--- src/rtl/ctrl_pipe_regs.sv ---
// ID/EX, EX/MEM and MEM/WB control pipeline registers for the MIPS32 core.
// Sanitizes the decoded control bundle, detects load-use hazards and counts inserted bubbles.
module ctrl_pipe_regs #(
  parameter int unsigned RA_W  = 5,
  parameter int unsigned CNT_W = 16
) (
  input  logic             clk,
  input  logic             rst,
  input  logic             id_valid,
  input  logic [9:0]       id_ctrl,
  input  logic [RA_W-1:0]  id_rs,
  input  logic [RA_W-1:0]  id_rt,
  input  logic [RA_W-1:0]  id_rd,
  input  logic             flush,
  input  logic             hold,
  output logic             stall,
  output logic             ex_valid,
  output logic [9:0]       ex_ctrl,
  output logic [RA_W-1:0]  ex_rs,
  output logic [RA_W-1:0]  ex_rt,
  output logic [RA_W-1:0]  ex_rd,
  output logic             mem_valid,
  output logic [4:0]       mem_ctrl,
  output logic [RA_W-1:0]  mem_wreg,
  output logic             wb_valid,
  output logic [1:0]       wb_ctrl,
  output logic [RA_W-1:0]  wb_wreg,
  output logic [CNT_W-1:0] bubble_cnt
);

  localparam int unsigned REGDST = 9, JUMP = 8, BRANCH = 7, MEMREAD = 6, MEMTOREG = 5;
  localparam int unsigned MEMWRITE = 2, ALUSRC = 1, REGWRITE = 0;

  logic             ex_valid_q,  ex_valid_d;
  logic [9:0]       ex_ctrl_q,   ex_ctrl_d;
  logic [RA_W-1:0]  ex_rs_q,     ex_rs_d;
  logic [RA_W-1:0]  ex_rt_q,     ex_rt_d;
  logic [RA_W-1:0]  ex_rd_q,     ex_rd_d;
  logic             mem_valid_q, mem_valid_d;
  logic [4:0]       mem_ctrl_q,  mem_ctrl_d;
  logic [RA_W-1:0]  mem_wreg_q,  mem_wreg_d;
  logic             wb_valid_q,  wb_valid_d;
  logic [1:0]       wb_ctrl_q,   wb_ctrl_d;
  logic [RA_W-1:0]  wb_wreg_q,   wb_wreg_d;
  logic [CNT_W-1:0] cnt_q,       cnt_d;

  logic [9:0]      id_san;
  logic            use_rs, use_rt, stall_c;
  logic [RA_W-1:0] ex_wreg;
  logic [4:0]      ex_mctrl;
  logic [CNT_W-1:0] cnt_inc;

  always_comb begin
    id_san           = id_ctrl;
    id_san[REGDST]   = id_ctrl[REGDST] & id_ctrl[REGWRITE];
    id_san[MEMTOREG] = id_ctrl[MEMTOREG] & id_ctrl[REGWRITE];
    id_san[ALUSRC]   = id_ctrl[ALUSRC] & ~id_ctrl[JUMP];
    id_san[4:3]      = id_ctrl[4:3] & {2{~id_ctrl[JUMP]}};

    use_rs = id_ctrl[REGWRITE] | id_ctrl[MEMWRITE] | id_ctrl[BRANCH];
    use_rt = id_ctrl[MEMWRITE] | id_ctrl[BRANCH] |
             (id_ctrl[REGWRITE] & id_ctrl[REGDST] & ~id_ctrl[MEMREAD]);
    stall_c = id_valid & ex_valid_q & ex_ctrl_q[MEMREAD] & (ex_rt_q != '0) &
              ((use_rs & (id_rs == ex_rt_q)) | (use_rt & (id_rt == ex_rt_q)));

    ex_wreg  = ~ex_ctrl_q[REGWRITE] ? '0 : (ex_ctrl_q[REGDST] ? ex_rd_q : ex_rt_q);
    ex_mctrl = {ex_ctrl_q[BRANCH], ex_ctrl_q[MEMREAD], ex_ctrl_q[MEMWRITE],
                ex_ctrl_q[MEMTOREG], ex_ctrl_q[REGWRITE]};
    cnt_inc  = (cnt_q == '1) ? cnt_q : cnt_q + CNT_W'(1);
  end

  // Bubbles carry all-zero control, so later stages never need to gate on valid.
  always_comb begin
    ex_valid_d  = ex_valid_q;
    ex_ctrl_d   = ex_ctrl_q;
    ex_rs_d     = ex_rs_q;
    ex_rt_d     = ex_rt_q;
    ex_rd_d     = ex_rd_q;
    mem_valid_d = mem_valid_q;
    mem_ctrl_d  = mem_ctrl_q;
    mem_wreg_d  = mem_wreg_q;
    wb_valid_d  = wb_valid_q;
    wb_ctrl_d   = wb_ctrl_q;
    wb_wreg_d   = wb_wreg_q;
    cnt_d       = cnt_q;
    if (!hold) begin
      wb_valid_d = mem_valid_q;
      wb_ctrl_d  = mem_ctrl_q[1:0];
      wb_wreg_d  = mem_wreg_q;
      ex_valid_d = 1'b0;
      ex_ctrl_d  = '0;
      ex_rs_d    = '0;
      ex_rt_d    = '0;
      ex_rd_d    = '0;
      if (flush) begin
        mem_valid_d = 1'b0;
        mem_ctrl_d  = '0;
        mem_wreg_d  = '0;
        cnt_d       = cnt_inc;
      end else begin
        mem_valid_d = ex_valid_q;
        mem_ctrl_d  = ex_mctrl;
        mem_wreg_d  = ex_wreg;
        if (stall_c) begin
          cnt_d = cnt_inc;
        end else if (id_valid) begin
          ex_valid_d = 1'b1;
          ex_ctrl_d  = id_san;
          ex_rs_d    = id_rs;
          ex_rt_d    = id_rt;
          ex_rd_d    = id_rd;
        end
      end
    end
  end

  always_ff @(posedge clk or posedge rst) begin
    if (rst) begin
      ex_valid_q  <= 1'b0;
      ex_ctrl_q   <= '0;
      ex_rs_q     <= '0;
      ex_rt_q     <= '0;
      ex_rd_q     <= '0;
      mem_valid_q <= 1'b0;
      mem_ctrl_q  <= '0;
      mem_wreg_q  <= '0;
      wb_valid_q  <= 1'b0;
      wb_ctrl_q   <= '0;
      wb_wreg_q   <= '0;
      cnt_q       <= '0;
    end else begin
      ex_valid_q  <= ex_valid_d;
      ex_ctrl_q   <= ex_ctrl_d;
      ex_rs_q     <= ex_rs_d;
      ex_rt_q     <= ex_rt_d;
      ex_rd_q     <= ex_rd_d;
      mem_valid_q <= mem_valid_d;
      mem_ctrl_q  <= mem_ctrl_d;
      mem_wreg_q  <= mem_wreg_d;
      wb_valid_q  <= wb_valid_d;
      wb_ctrl_q   <= wb_ctrl_d;
      wb_wreg_q   <= wb_wreg_d;
      cnt_q       <= cnt_d;
    end
  end

  assign stall      = stall_c;
  assign ex_valid   = ex_valid_q;
  assign ex_ctrl    = ex_ctrl_q;
  assign ex_rs      = ex_rs_q;
  assign ex_rt      = ex_rt_q;
  assign ex_rd      = ex_rd_q;
  assign mem_valid  = mem_valid_q;
  assign mem_ctrl   = mem_ctrl_q;
  assign mem_wreg   = mem_wreg_q;
  assign wb_valid   = wb_valid_q;
  assign wb_ctrl    = wb_ctrl_q;
  assign wb_wreg    = wb_wreg_q;
  assign bubble_cnt = cnt_q;

endmodule

--- config.mk ---
export PLATFORM = sky130hd
export DESIGN_NAME = ctrl_pipe_regs
export DESIGN_NICKNAME = d
export VERILOG_FILES = /design/src/rtl/ctrl_pipe_regs.sv
export SDC_FILE = /design/constraint.sdc
export NUM_CORES = 1
export LEC_CHECK = 0
export ABC_AREA = 0
export CAP_MARGIN = 20
export CORE_MARGIN = 3
export CORE_UTILIZATION = 49
export DETAILED_ROUTE_END_ITERATION = 10
export PLACE_DENSITY = 0.9
export SLEW_MARGIN = 20
export SYNTH_ARGS = -nofsm -noshare
export SYNTH_HDL_FRONTEND = slang
export SYNTH_SLANG_ARGS = --single-unit
--- constraint.sdc ---
create_clock -name clk -period 3.28 [get_ports clk]
set_input_delay 0.492 -clock clk [delete_from_list [all_inputs] [get_ports clk]]
set_output_delay 0.492 -clock clk [all_outputs]
set_load 0.03 [all_outputs]
==> results of run 1 <==
worst paths after layout:
kind                       cells past startpoint       endpoint     startpoint
max reg2reg                                    5  bubble_cnt[1]  bubble_cnt[0]
max                                            6          stall     id_ctrl[0]
min reg2reg                                    2    mem_ctrl[2]    mem_ctrl[2]
min                                            2    mem_ctrl[2]            rst
max in group asynchronous                      3       ex_rt[0]            rst
min in group clk                               2    mem_ctrl[2]    mem_ctrl[2]
worst register-to-register path: stages (launching register included):
cell and delay [ns]:
dfrtp_1 0.43, ha_1 0.27, and4_1 0.26, a31oi_1 0.16, a31oi_4 0.55, mux2_2 0.40
area by class of cell:
type | count | area share
Timing Repair Buffer | 95 | 0.243
Inverter | 7 | 0.00684
Sequential cell | 61 | 0.397
Multi-Input combinational cell | 137 | 0.278
Tap cell | 70 | 0.0228
Clock buffer | 9 | 0.0322
Clock inverter | 7 | 0.0199
synth_stat cells (all sizes together):
| cell type | number | area share |
|---|---|---|
| and2 | 1 | 0.0028 |
| clkbuf | 4 | 0.013 |
| nor4 | 4 | 0.014 |
| nor3 | 8 | 0.020 |
| and3 | 1 | 0.0042 |
| a311oi | 1 | 0.0056 |
| nand3b | 1 | 0.0028 |
| xor2 | 21 | 0.068 |
| xnor2 | 4 | 0.013 |
| a32o | 2 | 0.0074 |
| mux2i | 5 | 0.019 |
| ha | 1 | 0.0046 |
| mux2 | 9 | 0.037 |
| a21o | 1 | 0.0032 |
| dfrtp | 61 | 0.56 |
| nand4 | 3 | 0.0069 |
| buf | 5 | 0.018 |
| nand2b | 2 | 0.0046 |
| a31oi | 2 | 0.010 |
| nand3 | 8 | 0.015 |
| inv | 7 | 0.0097 |
| a22o | 27 | 0.093 |
| and4 | 1 | 0.0032 |
| or2 | 1 | 0.0023 |
| a21oi | 1 | 0.0018 |
| nor2 | 13 | 0.021 |
| nand2 | 12 | 0.017 |
| a2111oi | 1 | 0.0056 |
| o21ai | 7 | 0.013 |
per-layer routing:
| metal | vias to the layer above | share of wire |
|---|---|---|
| met5 | - | 0 |
| li1 | 965 | - |
| met4 | 0 | 0.022 |
| met2 | 59 | 0.51 |
| met3 | 11 | 0.040 |
| met1 | 1017 | 0.43 |
stage by stage:
stage                     area (um2)  setup WS [ns]   util  hold slack, ns  total power [mW]
after floorplan                 2700           1.16      -           0.599              1.17
after global placement          3640          0.231  0.696           0.468              1.38
after detailed placement        3640          0.206  0.696           0.476              1.39
after CTS                       3840          0.202  0.734           0.344              2.06
after global routing            3840          0.116  0.734           0.350              2.13
final                           3840          0.188  0.734           0.348              2.05
power groups by stage:
stage | Sequential [mW] | Clock (mW) | Combinational (mW)
finish | 0.900 | 0.672 | 0.474
global route | 0.911 | 0.710 | 0.506
CTS | 0.901 | 0.677 | 0.480
detailed placement | 0.914 | 0 | 0.476
global placement | 0.909 | 0 | 0.466
floorplan | 1.03 | 0 | 0.142
kinds of logic (layout without fill, tap and decap cells):
kind of cell,after synthesis,in the layout
xor+xnor,25,25
mux,14,14
fa+ha+maj,1,1
flops,61,61
buf+inv,16,118
simple gates,55,55
compound gates,42,42
flip-flops by register name (all words and copies together), names as in the netlist:
| name | cells |
|---|---|
| bubble_cnt | 16 |
| ex_ctrl | 10 |
| ex_rd | 5 |
| ex_rs | 5 |
| ex_rt | 5 |
| ex_valid | 1 |
| mem_ctrl | 5 |
| mem_valid | 1 |
| mem_wreg | 5 |
| wb_ctrl | 2 |
| wb_valid | 1 |
| wb_wreg | 5 |
==> reports/qor.yml, run 1 <==
power_and_ir_drop:
  p_sw_frac: 0.323
  power_density_nw_per_um2: 532
  power_frac_seq: 0.440
  power.share.clock: 0.328
  pwr-share-comb: 0.232
  power_switching_mw: 0.660
  p_int_mw: 1.39
  p_leak_nw: 1.70
  ir_drop_mv: 0.484
global_route:
  grt_antenna_before_repair: 0
  track_usage: 0.225
  grt-ovfl-total: 0
  use_met1: 0.291
  grt_max_degree: 48
  gr-max-usage-layer: "met2"
  use_met2: 0.356
  use_met3: 0.0493
  grt_pass1_wl_mm: 10.8
  grt_pass1_vias: 2035
logic_synthesis:
  synth-simple-area-share: 0.113
  synthCells: 214
  synth.avg_cell_area_um2: 12.6
  synth_xor_area_frac: 0.0810
  synth-seq-cells: 61
  synth_warnings: 0
  synth_nets: 245
  synth-adder-area-share: 0.00463
  muxShareOfSynthArea: 0.0560
  ys_seq_area_frac: 0.565
  synth_area_um2: 2700
  synth_cell_types: 36
  synth-compound-area-share: 0.140
  synth_top_family_by_area: "compound AO/OA/AOI/OAI gates"
drt:
  drc: 0
  ant_nets: 0
  drtIter0Drc: 118
  vias_per_cell: 5.32
  via_count: 2052
  wl_per_cell_um: 17.4
  firstDrtPassIters: 4
  drt_wl_total_mm: 6.73
clock_tree:
  htree_levels: 3
  root_buffer: "clkbuf_8"
  cts-hold-fix-buffers: 0
  cts_setup_buffers: 0
  path_clk_slew_ns: 0.07
  cts.repair.resized: 0
  cts_buffer_depth: 2
  cts_tree: "built"
  cts_buffers: 9
  worstSkewPairLatency_ns: 0.34
  tritoncts_num_sinks: 61
worst_setup_path:
  endpoint_kind: "primary output"
  critPathTopFamily: "buffers and inverters"
  cp_max_fo: 3
  critPathLaunchType: "primary input"
  cp_slowest_cell: "clkdlybuf4s50_1"
  crit_type: "in -> out"
  path_common_cell: "clkdlybuf4s50_1"
  cpPeakStageDelay_ns: 0.68
  rrSetupSlack_ns: 1.10
  critPathBufInv: 2
  critPathRequiredTime_ns: 2.79
  crit_chain: "clkdlybuf4s50_1, nand3b_1, a2111oi_2, a22o_2, and2_2, clkdlybuf4s50_1"
  worst_ep_arrival_time_ns: 2.60
outcome:
  status: "finished clean"
timing:
  fmax_ghz: 0.323
  rsz0062_at_grt: "no"
  worst_pin_slew_ns: 0.573
  period_minus_slack_ns: 3.09
  final.period_utilization: 0.943
  finalHoldViolCount: 0
  setup_tns_ns: 0
  clock_skew_ns: 0.00662
  finalSetupViolations: 0
  maxSlewHeadroom: 0.618
  drv_slew: 0
floorplan:
  start_util: 0.516
  boundaryPins: 92
  coreArea_um2: 5240
  fp.dieArea_um2: 6450
  fp.dieW_um: 80.3
  die_h_um: 80.3
  rows: 26
finish:
  nets: 342
  layout.cells.non_filler: 386
  layout_common_cells: "clkdlybuf4s50_1, dfrtp_1, xor2_1"
  layout-drive-gt1-share: 0.177
  final_common_cell: "clkdlybuf4s50_1"
  syn2layout_area_growth_pct: 42.2
  fillers: 351
  multi_input_area_um2: 1070
  num_antenna_cells: 0
  regArea_um2: 1530
flow_run:
  drv_cap: 0
hold_path:
  hp-class: "in -> async"
placed_design:
  port_buffers: 91
  place_congestion: 0.787
  dp_cells: 370
  hpwl_mm: 4.85
No activity file was read; power rests on OpenSTA's default activity.
==> run 2: changes to the inputs <==
Settings changed: MAX_ROUTING_LAYER set to met4.
==> run 2 against run 1 <==
Against the previous run: via count up 0.54%; register-to-register slack barely moved; largest power group unchanged; critical endpoint unchanged; largest cell class unchanged; clock power about the same; flip-flop and latch count is the same; combinational power about the same; wire length down 0.30%; power is essentially flat; design area is the same; sequential power is essentially flat; setup slack better by 0.00081 ns.
==> reports/qor.yml, run 2 (synthesized netlist as in run 1, its figures left out) <==
outcome:
  status: "finished clean"
drt:
  met2WireLength_mm: 3.38
  vias_per_cell: 5.34
  route.met3.wl_um: 236
  wl_per_cell_um: 17.4
  drc: 0
  ant_nets: 0
  firstDrtPassIters: 4
  drtIter0Drc: 120
  drt_wl_total_mm: 6.71
  wl_met1_mm: 2.91
  via_count: 2063
  highest_layer: "met4"
clock_tree:
  tritoncts_num_sinks: 61
  cts_buffer_depth: 2
  root_buffer: "clkbuf_8"
  htree_levels: 3
  cts.repair.resized: 0
  worstSkewPairLatency_ns: 0.34
  cts_setup_buffers: 0
  cts_buffers: 9
  cts_tree: "built"
  path_clk_slew_ns: 0.07
  cts-hold-fix-buffers: 0
global_route:
  grt_pass1_vias: 2037
  grt_max_degree: 48
  grt-ovfl-total: 0
  grt_antenna_before_repair: 0
  track_usage: 0.231
  grt_pass1_wl_mm: 10.8
worst_setup_path:
  cpPeakStageDelay_ns: 0.68
  rr_startpoint: "bubble_cnt[0]"
  critPathRequiredTime_ns: 2.79
  worst_ep_arrival_time_ns: 2.60
  cp_max_fo: 3
  crit_type: "in -> out"
  reg2reg_to: "bubble_cnt[1]"
  endpoint_kind: "primary output"
  critPathLaunchType: "primary input"
  cp_slowest_cell: "clkdlybuf4s50_1"
  worstRegToRegCells: 5
  path_common_cell: "clkdlybuf4s50_1"
  crit_chain: "clkdlybuf4s50_1, nand3b_1, a2111oi_2, a22o_2, and2_2, clkdlybuf4s50_1"
  rrSetupSlack_ns: 1.09
timing:
  finalHoldViolCount: 0
  rsz0062_at_grt: "no"
  fmax_ghz: 0.323
  maxSlewHeadroom: 0.616
  drv_slew: 0
  period_minus_slack_ns: 3.09
  finalSetupViolations: 0
  final.period_utilization: 0.942
  clock_skew_ns: 0.00690
  setup_tns_ns: 0
  worst_pin_slew_ns: 0.576
floorplan:
  start_util: 0.516
  rows: 26
  die_h_um: 80.3
  coreArea_um2: 5240
  fp.dieArea_um2: 6450
  boundaryPins: 92
  fp.dieW_um: 80.3
finish:
  layout_common_cells: "clkdlybuf4s50_1, dfrtp_1, xor2_1"
  fillers: 351
  layout-drive-gt1-share: 0.177
  syn2layout_area_growth_pct: 42.2
  largest_reg_flops: 16
  final_common_cell: "clkdlybuf4s50_1"
  nets: 342
  num_antenna_cells: 0
placed_design:
  hpwl_mm: 4.85
  place_congestion: 0.798
  port_buffers: 91
power_and_ir_drop:
  power_density_nw_per_um2: 533
  p_leak_nw: 1.70
  ir_drop_mv: 0.483
  finalPower_mw: 2.05
flow_run:
  drv_cap: 0
hold_path:
  hp-class: "in -> async"
run 2: cell counts in the layout (fill, tap and decap cells not counted):
No cell type changed its count.
run 2: worst max-delay path by stage:
stage               slack, ns       end  depth (start not counted)       start
global route             0.12     stall                          6  id_ctrl[0]
floorplan                1.16  ex_rd[4]                          7    ex_rt[2]
CTS                      0.20     stall                          6  id_ctrl[0]
finish                   0.19     stall                          6  id_ctrl[0]
global placement         0.23     stall                          6  id_ctrl[0]
detailed placement       0.21     stall                          6  id_ctrl[0]
run 2: layer usage:
metal / vias up / global-route usage
met4: 0 / 0.110
li1: 965 / -
met1: 1018 / 0.297
met3: 15 / 0.0392
met2: 65 / 0.358
met5: - / -
run 2: through the flow:
stage	instance area, um2	instances	hold slack (ns)	util	setup WS (ns)
final	3840	386	0.344	0.734	0.189
after CTS	3840	386	0.344	0.734	0.202
after floorplan	2700	214	0.599	-	1.16
after global placement	3640	370	0.468	0.696	0.231
after global routing	3840	386	0.350	0.734	0.116
after detailed placement	3640	370	0.476	0.696	0.206
run 2: critical path: cells and delay by family:
kind,cells,cell delay [ns]
compound gates,2,0.59
simple gates,2,0.30
buf+inv,2,1.21
run 2: power by group:
part	switching (mW)	internal, mW	leakage [nW]
registers	0.0823	0.818	0.808
logic	0.259	0.215	0.798
clock network	0.320	0.353	0.0954
total	0.662	1.39	1.70
run 2: final cells by class:
class	instances	area [um2]	share of cell area
clock buffer	9	124	0.0322
clock inverter	7	76.3	0.0199
inverter	7	26.3	0.00684
multi-input combinational	137	1070	0.278
sequential	61	1530	0.397
tap	70	87.6	0.0228
timing repair buffer	95	936	0.243
==> variant (settings of run 1) <==
Register the output `bubble_cnt` once more, with the module's reset; this adds one clock of latency there. The other outputs are not delayed to match.
--- a/src/rtl/ctrl_pipe_regs.sv
+++ b/src/rtl/ctrl_pipe_regs.sv
@@ -156,7 +156,13 @@
   assign wb_valid   = wb_valid_q;
   assign wb_ctrl    = wb_ctrl_q;
   assign wb_wreg    = wb_wreg_q;
-  assign bubble_cnt = cnt_q;
+  always_ff @(posedge clk or posedge rst) begin
+    if (rst) begin
+      bubble_cnt <= '0;
+    end else begin
+      bubble_cnt <= cnt_q;
+    end
+  end
 
 endmodule
 
Formal check against the unedited RTL: not equivalent (a bounded check fails within 4 cycles, from zero or initial values and one cycle with rst high).
==> variant against run 1 <==
  * Largest power group unchanged
  * Count of clock-buffer cells in the layout grew 3
  * Worst setup slack improved by 42 ps
  * Die area rose by 14%
  * Sequential cell count grew 16
  * Combinational power is 2% higher
  * Power rose by 22%
  * Synthesized area up 15%
  * Design area up 13%
  * Clock power increased by 27%
  * Utilization fell by 1.6 points
  * Routed wire length grew 5.3%
==> variant: results (changes against run 1) <==
Timing
  – Worst Tran Pin Value: 924 ps (+351 ps)
  – Part of the cycle the worst path needs: 0.930 (-0.0128)

Pwr
  – Post-layout total power: 2.49 mW (+22%)
  – Cell-internal power: 1.80 mW (+30%)
  – Pleak: 1.93 nW (+14%)
  – Peak supply drop: 0.456 mV (-5.7%)

Synthesis
  – Cell types with the highest counts after synthesis: 77 x dfrtp_1, 24 x a22o_1, 24 x xor2_1
  – Area fraction of the dominant cell type after synthesis: 0.618 (+0.0539)
  – Area fraction in compound gates after synthesis: 0.118 (-0.0217)
  – Instance count of the mapped netlist: 234 (+9.3%)
  – Fraction of the yosys area taken by sequential cells: 0.618 (+0.0539)
  – Adder and majority gate portion of the synthesized area: 0.00402 (-0.000611)
  – Number of library cell types mapped by synthesis: 38 (+5.6%)

Setup path
  – R2R Setup Slk: 930 ps (-170 ps)
  – Worst-path maximum fanout: 5 (+2)
  – Cell depth of the worst flop-to-flop path: 6 (+1)
  – Startpoint of the worst register-to-register path: ex_rt[2]

Routing
  – Vias post-DR: 2,271 (+11%)
  – Detailed-route wire length: 7080 um (+5.3%)

Cells and area
  – Filler cell count in the final layout: 415 (+18%)
  – Fraction of layout instances using a drive strength above 1: 0.119 (-0.0578)

Placed design
  – Standard cell area after detailed placement: 0.00409 mm2 (+12%)
  – Number of cells after detailed placement: 394 (+6.5%)
  – Routability cong.: 0.825 (+4.7%)

Status
  – Status: finished, final reports clean
-- variant: cell count changes in the layout (fill, tap and decap cells not counted), moves of 3 or more --
| cell | delta |
|---|---|
| a22o_1 | +9 |
| a22o_2 | -12 |
| clkinv_4 | -3 |
| dfrtp_1 | +16 |
| inv_1 | -6 |
| nand2_1 | +7 |
| nand3_1 | -3 |
| nor2_1 | -4 |
| nor3_2 | -3 |
| nor4_1 | +3 |
| o21ai_0 | +3 |
| xnor2_1 | -3 |
| xor2_1 | +3 |
-- variant: final cells by class --
class	count	area (um2)	share of cell area
Inverter	1	3.75	0.000868
Multi-Input combinational cell	145	1120	0.259
Timing Repair Buffer	96	943	0.218
Sequential cell	77	1930	0.445
Clock buffer	12	145	0.0335
Clock inverter	4	95.1	0.0220
Tap cell	75	93.8	0.0217
-- variant: routing by layer --
metal  vias to the layer above  routed length (um)  part of all wire
met2                       102                3380              0.48
met4                         0                  91             0.013
met3                         9                 610             0.086
met1                      1120                3000              0.42
met5                         -                   0                 0
li1                       1040                   -                 -
